==> config.mk <==
export PLATFORM = sky130hd
export DESIGN_NAME = lcd_raster_scanner
export DESIGN_NICKNAME = d
export VERILOG_FILES = /design/src/rtl/lcd_raster_scanner.sv
export SDC_FILE = /design/constraint.sdc
export NUM_CORES = 1
export LEC_CHECK = 0
export CORE_AREA = 2 2 65 67
export DETAILED_ROUTE_END_ITERATION = 10
export DIE_AREA = 0 0 67 69
export GPL_ROUTABILITY_DRIVEN = 0
export PLACE_DENSITY = 0.77
export SYNTH_ARGS = -nofsm -noshare
export SYNTH_HDL_FRONTEND = slang
export SYNTH_SLANG_ARGS = --single-unit
==> constraint.sdc <==
create_clock -name clock -period 2.23 [get_ports clock]
set_clock_uncertainty 0.1 [all_clocks]
set_input_delay 0.3345 -clock clock [delete_from_list [all_inputs] [get_ports clock]]
set_output_delay 0.3345 -clock clock [all_outputs]
set_load 0.01 [all_outputs]
==> src/rtl/lcd_raster_scanner.sv <==
// rtl/lcd_raster_scanner.sv - raster coordinate source merging text pixels into a registered RGB565 stream
//
// Walks x_pixel/y_pixel across a WIDTH x HEIGHT frame, samples the text
// generator's combinational reply, and presents text-or-background colour as
// a registered RGB565 pixel with a valid/ready handshake.
//
// Ports:
//   clock, reset_n             clock and asynchronous active-low reset
//   start                      begins a frame from IDLE
//   x_pixel, y_pixel, text_en  coordinate and enable to the text generator
//   text_pixel, text_active    combinational colour/foreground reply
//   pixel_data, pixel_valid    registered output pixel and its valid flag
//   pixel_ready                downstream accept
//   frame_start, frame_done    single-cycle frame boundary pulses
//   busy                       high while scanning or draining the last pixel

module lcd_raster_scanner #(
    parameter int          WIDTH      = 320,
    parameter int          HEIGHT     = 240,
    parameter logic [15:0] BG_COLOUR  = 16'h0000,
    parameter bit          CONTINUOUS = 1'b0
) (
    input  logic        clock,
    input  logic        reset_n,
    input  logic        start,
    output logic [8:0]  x_pixel,
    output logic [7:0]  y_pixel,
    output logic        text_en,
    input  logic [15:0] text_pixel,
    input  logic        text_active,
    output logic [15:0] pixel_data,
    output logic        pixel_valid,
    input  logic        pixel_ready,
    output logic        frame_start,
    output logic        frame_done,
    output logic        busy
);

    typedef enum logic [1:0] {
        IDLE  = 2'd0,
        SCAN  = 2'd1,
        DRAIN = 2'd2
    } state_t;

    state_t state, state_next;

    logic accept;
    logic load;
    logic x_last;
    logic y_last;

    assign accept = pixel_valid && pixel_ready;
    // The output register is free when empty or being emptied this cycle.
    assign load   = (state == SCAN) && (!pixel_valid || pixel_ready);
    assign x_last = (x_pixel == 9'(WIDTH - 1));
    assign y_last = (y_pixel == 8'(HEIGHT - 1));

    assign text_en = (state == SCAN);
    assign busy    = (state != IDLE);

    always_ff @(posedge clock or negedge reset_n) begin
        if (!reset_n) begin
            state <= IDLE;
        end else begin
            state <= state_next;
        end
    end

    // frame_start/frame_done mark the transition cycle itself, so in
    // continuous mode the end of one frame and start of the next coincide.
    always_comb begin
        state_next  = state;
        frame_start = 1'b0;
        frame_done  = 1'b0;
        case (state)
            IDLE: begin
                if (start) begin
                    state_next  = SCAN;
                    frame_start = 1'b1;
                end
            end
            SCAN: begin
                if (load && x_last && y_last) begin
                    state_next = DRAIN;
                end
            end
            DRAIN: begin
                if (accept) begin
                    frame_done = 1'b1;
                    if (CONTINUOUS) begin
                        state_next  = SCAN;
                        frame_start = 1'b1;
                    end else begin
                        state_next = IDLE;
                    end
                end
            end
            default: begin
                state_next = IDLE;
            end
        endcase
    end

    // Coordinates advance only on a load, so a stalled output also freezes
    // the coordinate the text generator sees. After the last pixel they wrap
    // to 0,0, which is where the next frame begins.
    always_ff @(posedge clock or negedge reset_n) begin
        if (!reset_n) begin
            x_pixel     <= 9'd0;
            y_pixel     <= 8'd0;
            pixel_data  <= 16'd0;
            pixel_valid <= 1'b0;
        end else if (load) begin
            pixel_data  <= text_active ? text_pixel : BG_COLOUR;
            pixel_valid <= 1'b1;
            if (x_last) begin
                x_pixel <= 9'd0;
                y_pixel <= y_last ? 8'd0 : y_pixel + 8'd1;
            end else begin
                x_pixel <= x_pixel + 9'd1;
            end
        end else if (accept) begin
            pixel_valid <= 1'b0;
        end
    end

endmodule

==> flow_summary_export.csv <==
group,metric,value,unit
outcome,status,"finished clean",
clock_network,cts_buffer_depth,2,
pwr,p_sw_share,29.4,%
logic_synthesis,synth_edf_count,0,
die,core-area,0.00391,sq mm
logic_synthesis,yosysMostFrequentCell,"nand2_1",
pwr,pwr-share-comb,28.2,%
global_route,track_usage,17.9,%
finish,nNetsFinal,261,
timing,relSlewSlack,47.1,%
pwr,power.switching,0.551,mW
die,rows,23,
setup_path,cpMostUsedCell,"clkdlybuf4s50_1",
clock_network,clk_pin_slew,60,ps
finish,area_growth,41.8,%
run,drv_cap,0,
route,num_vias,1436,
die,die-area,0.00462,sq mm
route,dr.max_layer_used,"met4",
setup_path,crit_chain,"clkdlybuf4s50_1, nand2_1, nor3b_1, clkdlybuf4s50_1",
finish,num_antenna_cells,0,
logic_synthesis,synth_flop_cell,"dfrtp_1",
setup_path,cp_max_fo,3,
route,met3_length,136,microns
route,met1_length,1800,microns
route,viasPerCell,4.99,
die,die_x,67,microns
timing,worst_pin_slew,793,ps
setup_path,worst_setup_path_start_kind,"input port",
clock_network,cts_tree,"built",
route,drc,0,
pwr,finalPower,1.88,mW
timing,hold_violations,0,
route,drtPass1Iterations,4,
logic_synthesis,synth_cell_types,41,
timing,layout_min_cycle_time,2100,ps
timing,setup_viol,0,
clock_network,hold_buffers,0,
logic_synthesis,netlist_instances,180,
die,io-pin-count,59,
setup_path,critPathSlowestCell,"clkdlybuf4s50_1",
clock_network,cts.sinks,36,
pwr,p_leak,1.10,nW
global_route,grt_pass1_vias,1354,
clock_network,clock-root-buffer,"clkbuf_8",
timing,slew_violations,0,
route,drt_iter0_markers,34,
clock_network,cts_buffers,5,
route,routedWlPerCell,13.3,microns
placement,numPlacedInstances,281,
timing,totalNegativeSetupSlack,0,ps
global_route,grt_max_degree,37,
timing,fin_crit_sh,94.3,%
placement,dpl.hpwl,2810,microns
setup_path,critPathKind,"in -> out",
setup_path,crit_required,1800,ps
logic_synthesis,ys_seq_elements,36,
logic_synthesis,syn_avg_cell_area,9.28,sq um
setup_path,reg2reg_from,"x_pixel[0]$_DFFE_PN0N_",
clock_network,cts_resized,0,
route,routed_wirelength,3830,microns
logic_synthesis,syn_area,0.00167,sq mm
logic_synthesis,yosysTopAreaCell,"dfrtp_1",
clock_network,cts_htree_levels,2,
finish,drive_gt1_share,7.98,%
finish,stdcell_count,288,
logic_synthesis,yosys-top-cells-count,"nand2_1, dfrtp_1, nand3_1",
route,wl_met2,1840,microns
pwr,vdd_drop_max,0.624,mV
timing,rsz0062_at_grt,"no",
logic_synthesis,syn_nets,203,
clock_network,clkLatencyLatePin,280,ps
clock_network,cts_setup_buffers,0,
logic_synthesis,synthTopCellsByArea,"dfrtp_1, nand2_1, nand3_1",
die,die_height,69,microns
setup_path,reg2reg_depth,5,
die,start_util,42.7,%
pwr,pwr_density_cell,792,mW/mm^2
setup_path,reg2reg_slack,240,ps
timing,timing.fmax,0.475,GHz
pwr,clock_power_share,25.7,%
finish,utilization,60.5,%
route,antenna_left,0,
pwr,power_frac_seq,46.1,%
worst_hold_path,hp-class,"in -> async",
logic_synthesis,synthArstFlopShare,100,%
setup_path,end_kind,"output port",
global_route,antenna_found_initial,0,
global_route,overflow,0,
pwr,p_int,1.32,mW
logic_synthesis,yosysTopAreaCellShare,53.9,%
setup_path,max_stage_delay,560,ps
setup_path,cp_data_arrival_time,1670,ps
logic_synthesis,synth_warnings,0,
logic_synthesis,ys_seq_area_share,53.9,%
setup_path,r2r_end,"y_pixel[7]$_DFFE_PN0P_",
global_route,grt_pass1_wl,6370,microns
placement,numPortBuffers,58,
==> worst max-delay path by stage <==
stage | from | endpoint | slack, ps | cells after the start
floorplan | y_pixel[0]$_DFFE_PN0P_ | y_pixel[3]$_DFFE_PN0P_ | 510 | 6
global route | pixel_ready | frame_done | 60 | 4
detailed placement | pixel_ready | frame_done | 140 | 4
finish | pixel_ready | frame_done | 130 | 4
global placement | pixel_ready | frame_done | 130 | 4
CTS | state[1]$_DFFE_PN0P_ | frame_start | 120 | 3
==> per-stage QoR <==
| step | setup slack (ps) | instance area [sq um] | hold slack, ps |
|---|---|---|---|
| floorplan | 510 | 1670 | -61.1 |
| global placement | 132 | 2270 | 348 |
| detailed placement | 142 | 2270 | 355 |
| CTS | 122 | 2370 | 49.5 |
| global route | 58.7 | 2370 | 96.2 |
| finish | 127 | 2370 | 34.0 |
==> kinds of logic after synthesis <==
family,synth area share [%]
compound gates,7.04
simple gates,30.2
xor+xnor,3.15
flops,53.9
buf+inv,4.19
fa+ha+maj,1.50
==> power by group through the flow <==
stage | clock (mW) | combinational [mW] | sequential, mW
6_report | 0.482 | 0.528 | 0.865
5_1_grt | 0.530 | 0.574 | 0.882
4_1_cts | 0.502 | 0.535 | 0.866
3_5_place_dp | 0 | 0.531 | 0.876
3_3_place_gp | 0 | 0.524 | 0.873
2_1_floorplan | 0 | 0.184 | 0.905
==> routing by layer <==
metal | vias up | global-route usage, %
li1 | 726 | -
met1 | 674 | 24.0
met2 | 30 | 27.4
met3 | 6 | 4.57
met4 | 0 | 7.48
met5 | - | 0
==> layout make-up <==
| class | count | area, sq um |
|---|---|---|
| timing repair buffer | 59 | 583 |
| clock buffer | 7 | 96.3 |
| fill | 354 | 1550 |
| sequential | 36 | 901 |
| inverter | 7 | 26.3 |
| tap | 50 | 62.6 |
| multi-input combinational | 129 | 699 |
==> sequential cells by signal, indices dropped and copies added, names as in the netlist <==
signal,cells
pixel_data,16
x_pixel,9
y_pixel,8
state,2
pixel_valid,1
==> critical path: cells and delay by family <==
| family | cells | cell delay (ps) |
|---|---|---|
| AND/OR/NAND/NOR | 2 | 260 |
| buffers and inverters | 2 | 1070 |
==> cells in the final DEF (no fill, tap or decap), types with 3 or more instances in the layout <==
cell,instances
a21oi_1,3
clkbuf_8,7
clkdlybuf4s50_1,57
dfrtp_1,36
inv_1,6
nand2_1,52
nand3_1,19
nor2_1,4
nor3_1,3
o21ai_0,7
xnor2_1,5
No activity file was read; power rests on OpenSTA's default activity.
==> RTL edit 1 (same flow settings) <==
Change the parameter `CONTINUOUS` from 1'b0 to 1'b1.
--- a/src/rtl/lcd_raster_scanner.sv
+++ b/src/rtl/lcd_raster_scanner.sv
@@ -18,7 +18,7 @@
     parameter int          WIDTH      = 320,
     parameter int          HEIGHT     = 240,
     parameter logic [15:0] BG_COLOUR  = 16'h0000,
-    parameter bit          CONTINUOUS = 1'b0
+    parameter bit          CONTINUOUS = 1'b1
 ) (
     input  logic        clock,
     input  logic        reset_n,
Function: no difference found for any inputs over 10 cycles, from zero or initial values and one cycle with reset_n low; that may be too few to reach the edited logic, so the function may still have changed.
==> RTL edit 1 against the unedited design <==
Final area is 0.58% higher. Die area stayed put. Sequential cell count stayed put. First-iteration DRC count is 53% higher. Power is 8.9% lower. Sequential power is 4.0% lower. Wire length is 4.8% lower. Synthesized area is 1.2% lower. Combinational power is 23% lower. Setup slack worse by 40 ps. Critical endpoint unchanged. Largest cell class unchanged. Highest routed layer unchanged.
==> RTL edit 1: results (changes against the unedited design) <==
[clocking]
clk_root_buffer_cell=clkbuf_8
cts_buffers=5  ; unchanged
worst_skew_pair.late_latency_ps=290
clkSlewWorstSetupHoldPaths_ps=70
cts_buffer_depth=2  ; unchanged
cts.htree.levels=2  ; unchanged

[routing]
drtPass1Iterations=4  ; unchanged
detail_route.iter0.violations=52  ; +53%
drt-wirelength-per-cell_um=12.8  ; -4.1%
vias=1417  ; -1.3%

[placement]
buffer_ports.inserted=58  ; unchanged
hpwlAfterDp_mm=2.51  ; -11%
dp_cells=278  ; -1.1%

[global_routing]
grt_util_all_layers=0.174  ; -0.00515
grt_pass1_wl_mm=6.18  ; -2.9%
first_global_vias=1308  ; -3.4%
grt_antenna_before_repair=0  ; unchanged
largest_net_degree_at_the_start_of_global_routing=37  ; unchanged

[setup_path]
slowest_delay_ps=570
worst_path_dominant_cell_family=buffers and inverters
startpoint=pixel_ready
crit_arrival_ps=1710  ; +40 ps
start_kind=input port
crit_path_top_delay_cell=clkdlybuf4s50_1
timing.critical_path.fanout_max=3  ; unchanged
worstReg2RegStart=x_pixel[0]

[status]
status=finished, final reports clean

[timing]
fin_setup_tns_ps=0  ; unchanged
tightestPinTransition_ps=793  ; +0.396 ps

[power_and_ir_drop]
leakage_nw=1.11  ; +1.1%
ir_worst_vdd_uv=355  ; -43%

[layout]
n_fill_cell=366  ; +3.4%
share_of_final_layout_standard_cells_stronger_than_drive_strength_1=0.0847  ; +0.00491
antenna-diode-count=0  ; unchanged
layout.cells.non_filler=286  ; -0.69%
final_nets=258  ; -1.1%
top_regs=pixel_data: 16 flops, x_pixel: 9 flops, y_pixel: 8 flops

[hold_path]
min_path_type=input port to async pin

[yosys]
ys_top_cells_by_count=nand2_1 (46), dfrtp_1 (36), nand3_1 (19)
ys_types=37  ; -9.8%
postSynth.asyncResetShare=1.00  ; unchanged
yosys_warnings=0  ; unchanged
netlist_instances=172  ; -4.4%
synth_area_leaders=dfrtp_1 (55%), nand2_1 (10%), nand3_1 (5.8%)
synth_nets=195  ; -3.9%
synth.yosys.seq_area_share=0.546  ; +0.00654

-- RTL edit 1: layer usage --
layer | part of all wire | wire length (um) | vias up | global-route usage
met3 | 0.047 | 170 | 8 | 0.0392
met1 | 0.46 | 1680 | 652 | 0.232
met5 | 0 | 0 | - | 0
li1 | - | - | 721 | -
met2 | 0.47 | 1710 | 36 | 0.263
met4 | 0.025 | 90 | 0 | 0.0884
-- RTL edit 1: report_power, final --
part | internal (mW) | switching, mW | total, mW
clock network | 0.252 | 0.222 | 0.474
logic | 0.240 | 0.165 | 0.405
registers | 0.734 | 0.0963 | 0.830
-- RTL edit 1: cell type report --
class,count,share of cell area
Timing Repair Buffer,62,0.255
Multi-Input combinational cell,124,0.293
Inverter,6,0.00945
Clock buffer,8,0.0378
Tap cell,50,0.0263
Sequential cell,36,0.378
-- RTL edit 1: metrics by stage --
step | setup slack [ps] | cell area, sq um | utilization
2_1_floorplan | 486 | 1650 | -
4_1_cts | 8.12 | 2380 | 0.608
5_1_grt | 4.03 | 2380 | 0.609
3_5_place_dp | -55.5 | 2280 | 0.584
6_report | 86.7 | 2380 | 0.609
3_3_place_gp | -26.9 | 2280 | 0.584
-- RTL edit 1: final timing paths --
kind                       cells after the start  slack (ps)             to
setup / recovery                               4          90     frame_done
hold / removal                                 1          30     y_pixel[1]
setup reg to reg                               5         290     y_pixel[3]
hold reg to reg                                2         370  pixel_data[0]
max in group asynchronous                      1        1500  pixel_data[3]
min in group clock                             2         370  pixel_data[0]
-- RTL edit 1: cell families (layout without fill, tap and decap cells) --
family | after synthesis | count (layout) | share of synthesized area
muxes | 1 | 1 | 0.00682
and+or+nand+nor | 96 | 96 | 0.290
xor gates and xnor gates | 6 | 6 | 0.0318
AOI/OAI and AO/OA | 19 | 19 | 0.0758
buffers and inverters | 12 | 76 | 0.0341
adders and majority gates | 2 | 2 | 0.0152
DFF | 36 | 36 | 0.546
-- RTL edit 1: what timing repair did --
action | 4_1_cts | 5_1_grt
gates resized for setup | 1 | 1
setup endpoints to repair | 1 | 1
pin swaps | 0 | 1
buffers inserted | 0 | 0
==> RTL edit 2 (same settings) <==
Made on the original files. Make the reset (`reset_n`) synchronous in 2 clocked blocks. Comments in the files are not updated.
--- a/src/rtl/lcd_raster_scanner.sv
+++ b/src/rtl/lcd_raster_scanner.sv
@@ -58,7 +58,7 @@
     assign text_en = (state == SCAN);
     assign busy    = (state != IDLE);
 
-    always_ff @(posedge clock or negedge reset_n) begin
+    always_ff @(posedge clock) begin
         if (!reset_n) begin
             state <= IDLE;
         end else begin
@@ -104,7 +104,7 @@
     // Coordinates advance only on a load, so a stalled output also freezes
     // the coordinate the text generator sees. After the last pixel they wrap
     // to 0,0, which is where the next frame begins.
-    always_ff @(posedge clock or negedge reset_n) begin
+    always_ff @(posedge clock) begin
         if (!reset_n) begin
             x_pixel     <= 9'd0;
             y_pixel     <= 8'd0;
Function: differs if reset_n is asserted again (counterexample within 4 cycles, from zero or initial values and one cycle with reset_n low); with reset_n held inactive, the same outputs for 10 cycles.
==> RTL edit 2 against the unedited design <==
Synthesized cell count increased by 7.8%. Sequential cell count unchanged. Critical path type is now register to register. Setup slack improved by 5.0 ps. Final area increased by 1.4%. Fmax increased by 0.24%. Wire length increased by 6.7%. Count of clock-buffer cells in the layout decreased by 2. Synthesized area decreased by 3.7%. Non-clock buffer count increased by 9. Final cell count increased by 7.6%.
Power is not compared: it rests on default switching activity, and its combinational part moved more than twofold at a synthesized area within 25%.
==> RTL edit 2: results (changes against the unedited design) <==
[setup_path]
worstReg2RegStart=x_pixel[0]
crit_path_top_delay_cell=or4_1
slowest_delay_ps=530  ; -30 ps
setup.worst_path.class=register to register
timing.critical_path.fanout_max=11  ; +8
crit_arrival_ps=2220  ; +550 ps

[yosys]
dominant_register_cell_in_the_synthesized_netlist=dfxtp_1
yosys_warnings=0  ; unchanged
synth_nets=217  ; +6.9%
synth.yosys.seq_area_share=0.448  ; -0.0911
postSynth.asyncResetShare=0  ; -1.00
synth_area_leaders=dfxtp_1 (45%), a21oi_1 (7.8%), nand3_1 (6.5%)
ys_top_cells_by_count=dfxtp_1 (36), nand2_1 (26), a21oi_1 (25)
ys_types=38  ; -7.3%

[global_routing]
global_route.usage.met1=0.241  ; +0.000907
grt_pass1_wl_mm=6.93  ; +8.9%
grt_overflow=0  ; unchanged
gr-usage-met3=0.0636  ; +0.0179
largest_net_degree_at_the_start_of_global_routing=19  ; -49%
gr-usage-met2=0.304  ; +0.0297
grt_antenna_before_repair=0  ; unchanged
first_global_vias=1495  ; +10%
grt_util_all_layers=0.188  ; +0.00867

[clocking]
worst_skew_pair.late_latency_ps=290
cts_buffer_depth=2  ; unchanged
cts.htree.levels=2  ; unchanged
clk_root_buffer_cell=clkbuf_8
post_cts.resized_instances=0  ; unchanged
clkSlewWorstSetupHoldPaths_ps=70
cts_buffers=5  ; unchanged

[layout]
n_fill_cell=368  ; +4.0%
area_of_the_multi_input_gates_sq_um=821  ; +17%
final_nets=282  ; +8.0%
share_of_final_layout_standard_cells_stronger_than_drive_strength_1=0.0846  ; +0.00478
antenna-diode-count=0  ; unchanged

[placement]
hpwlAfterDp_mm=2.98  ; +6.0%
buffer_ports.inserted=58  ; unchanged
cell_area_after_placement_sq_um=2290  ; +0.83%
place_worst_setup_slack_ps=19.9  ; -122 ps

[routing]
vias=1611  ; +12%
detail_route.iter0.violations=94  ; +180%
drt-wirelength-per-cell_um=13.2  ; -0.91%

[timing]
relSlewSlack=0.618  ; +0.146

[power_and_ir_drop]
leakage_nw=0.829

[hold_path]
min_path_type=register to register

[status]
status=finished, final reports clean

-- RTL edit 2: kinds of logic after synthesis --
logic type	Yosys count	share of synthesized area
xor gates and xnor gates	7	0.0381
buffers and inverters	15	0.0412
adders and majority gates	2	0.0156
AOI/OAI and AO/OA	39	0.146
and+or+nand+nor	94	0.304
muxes	1	0.00623
DFF	36	0.448
-- RTL edit 2: worst paths after layout --
path	end	slack, ps	cells past startpoint
max	y_pixel[3]	130	5
min	pixel_data[5]	350	2
max reg2reg	y_pixel[3]	130	5
min reg2reg	pixel_data[5]	350	2
-- RTL edit 2: final cells by class --
class                      instances  share of cell area
clock buffer                       5              0.0286
tap                               50              0.0260
multi-input combinational        143               0.342
clock inverter                     3              0.0177
sequential                        36               0.300
inverter                           5             0.00781
timing repair buffer              68               0.278
-- RTL edit 2: worst max-delay path, delay by kind of cell, from the launching register on --
kind | cells | cell delay, ps
AND/OR/NAND/NOR | 3 | 1180
flip-flops | 1 | 400
AO/OA/AOI/OAI | 1 | 150
adder cells (fa/ha/maj) | 1 | 210
-- RTL edit 2: metrics by stage --
| stage | hold WS [ps] | instances |
|---|---|---|
| floorplan | 351 | 194 |
| global placement | 338 | 302 |
| detailed placement | 345 | 302 |
| CTS | 354 | 310 |
| global route | 366 | 310 |
| finish | 353 | 310 |
-- RTL edit 2: power by group --
part           leakage (nW)  switching (mW)  internal (mW)  total [mW]
Clock                0.0541           0.238          0.331       0.569
Combinational         0.483          0.0965          0.112       0.208
Sequential            0.292          0.0146          0.664       0.679
-- RTL edit 2: metal layers --
metal  part of all wire  up-vias
met5                  0        -
met4             0.0083        0
met3              0.053        5
met2               0.49       35
met1               0.45      750
li1                   -      821
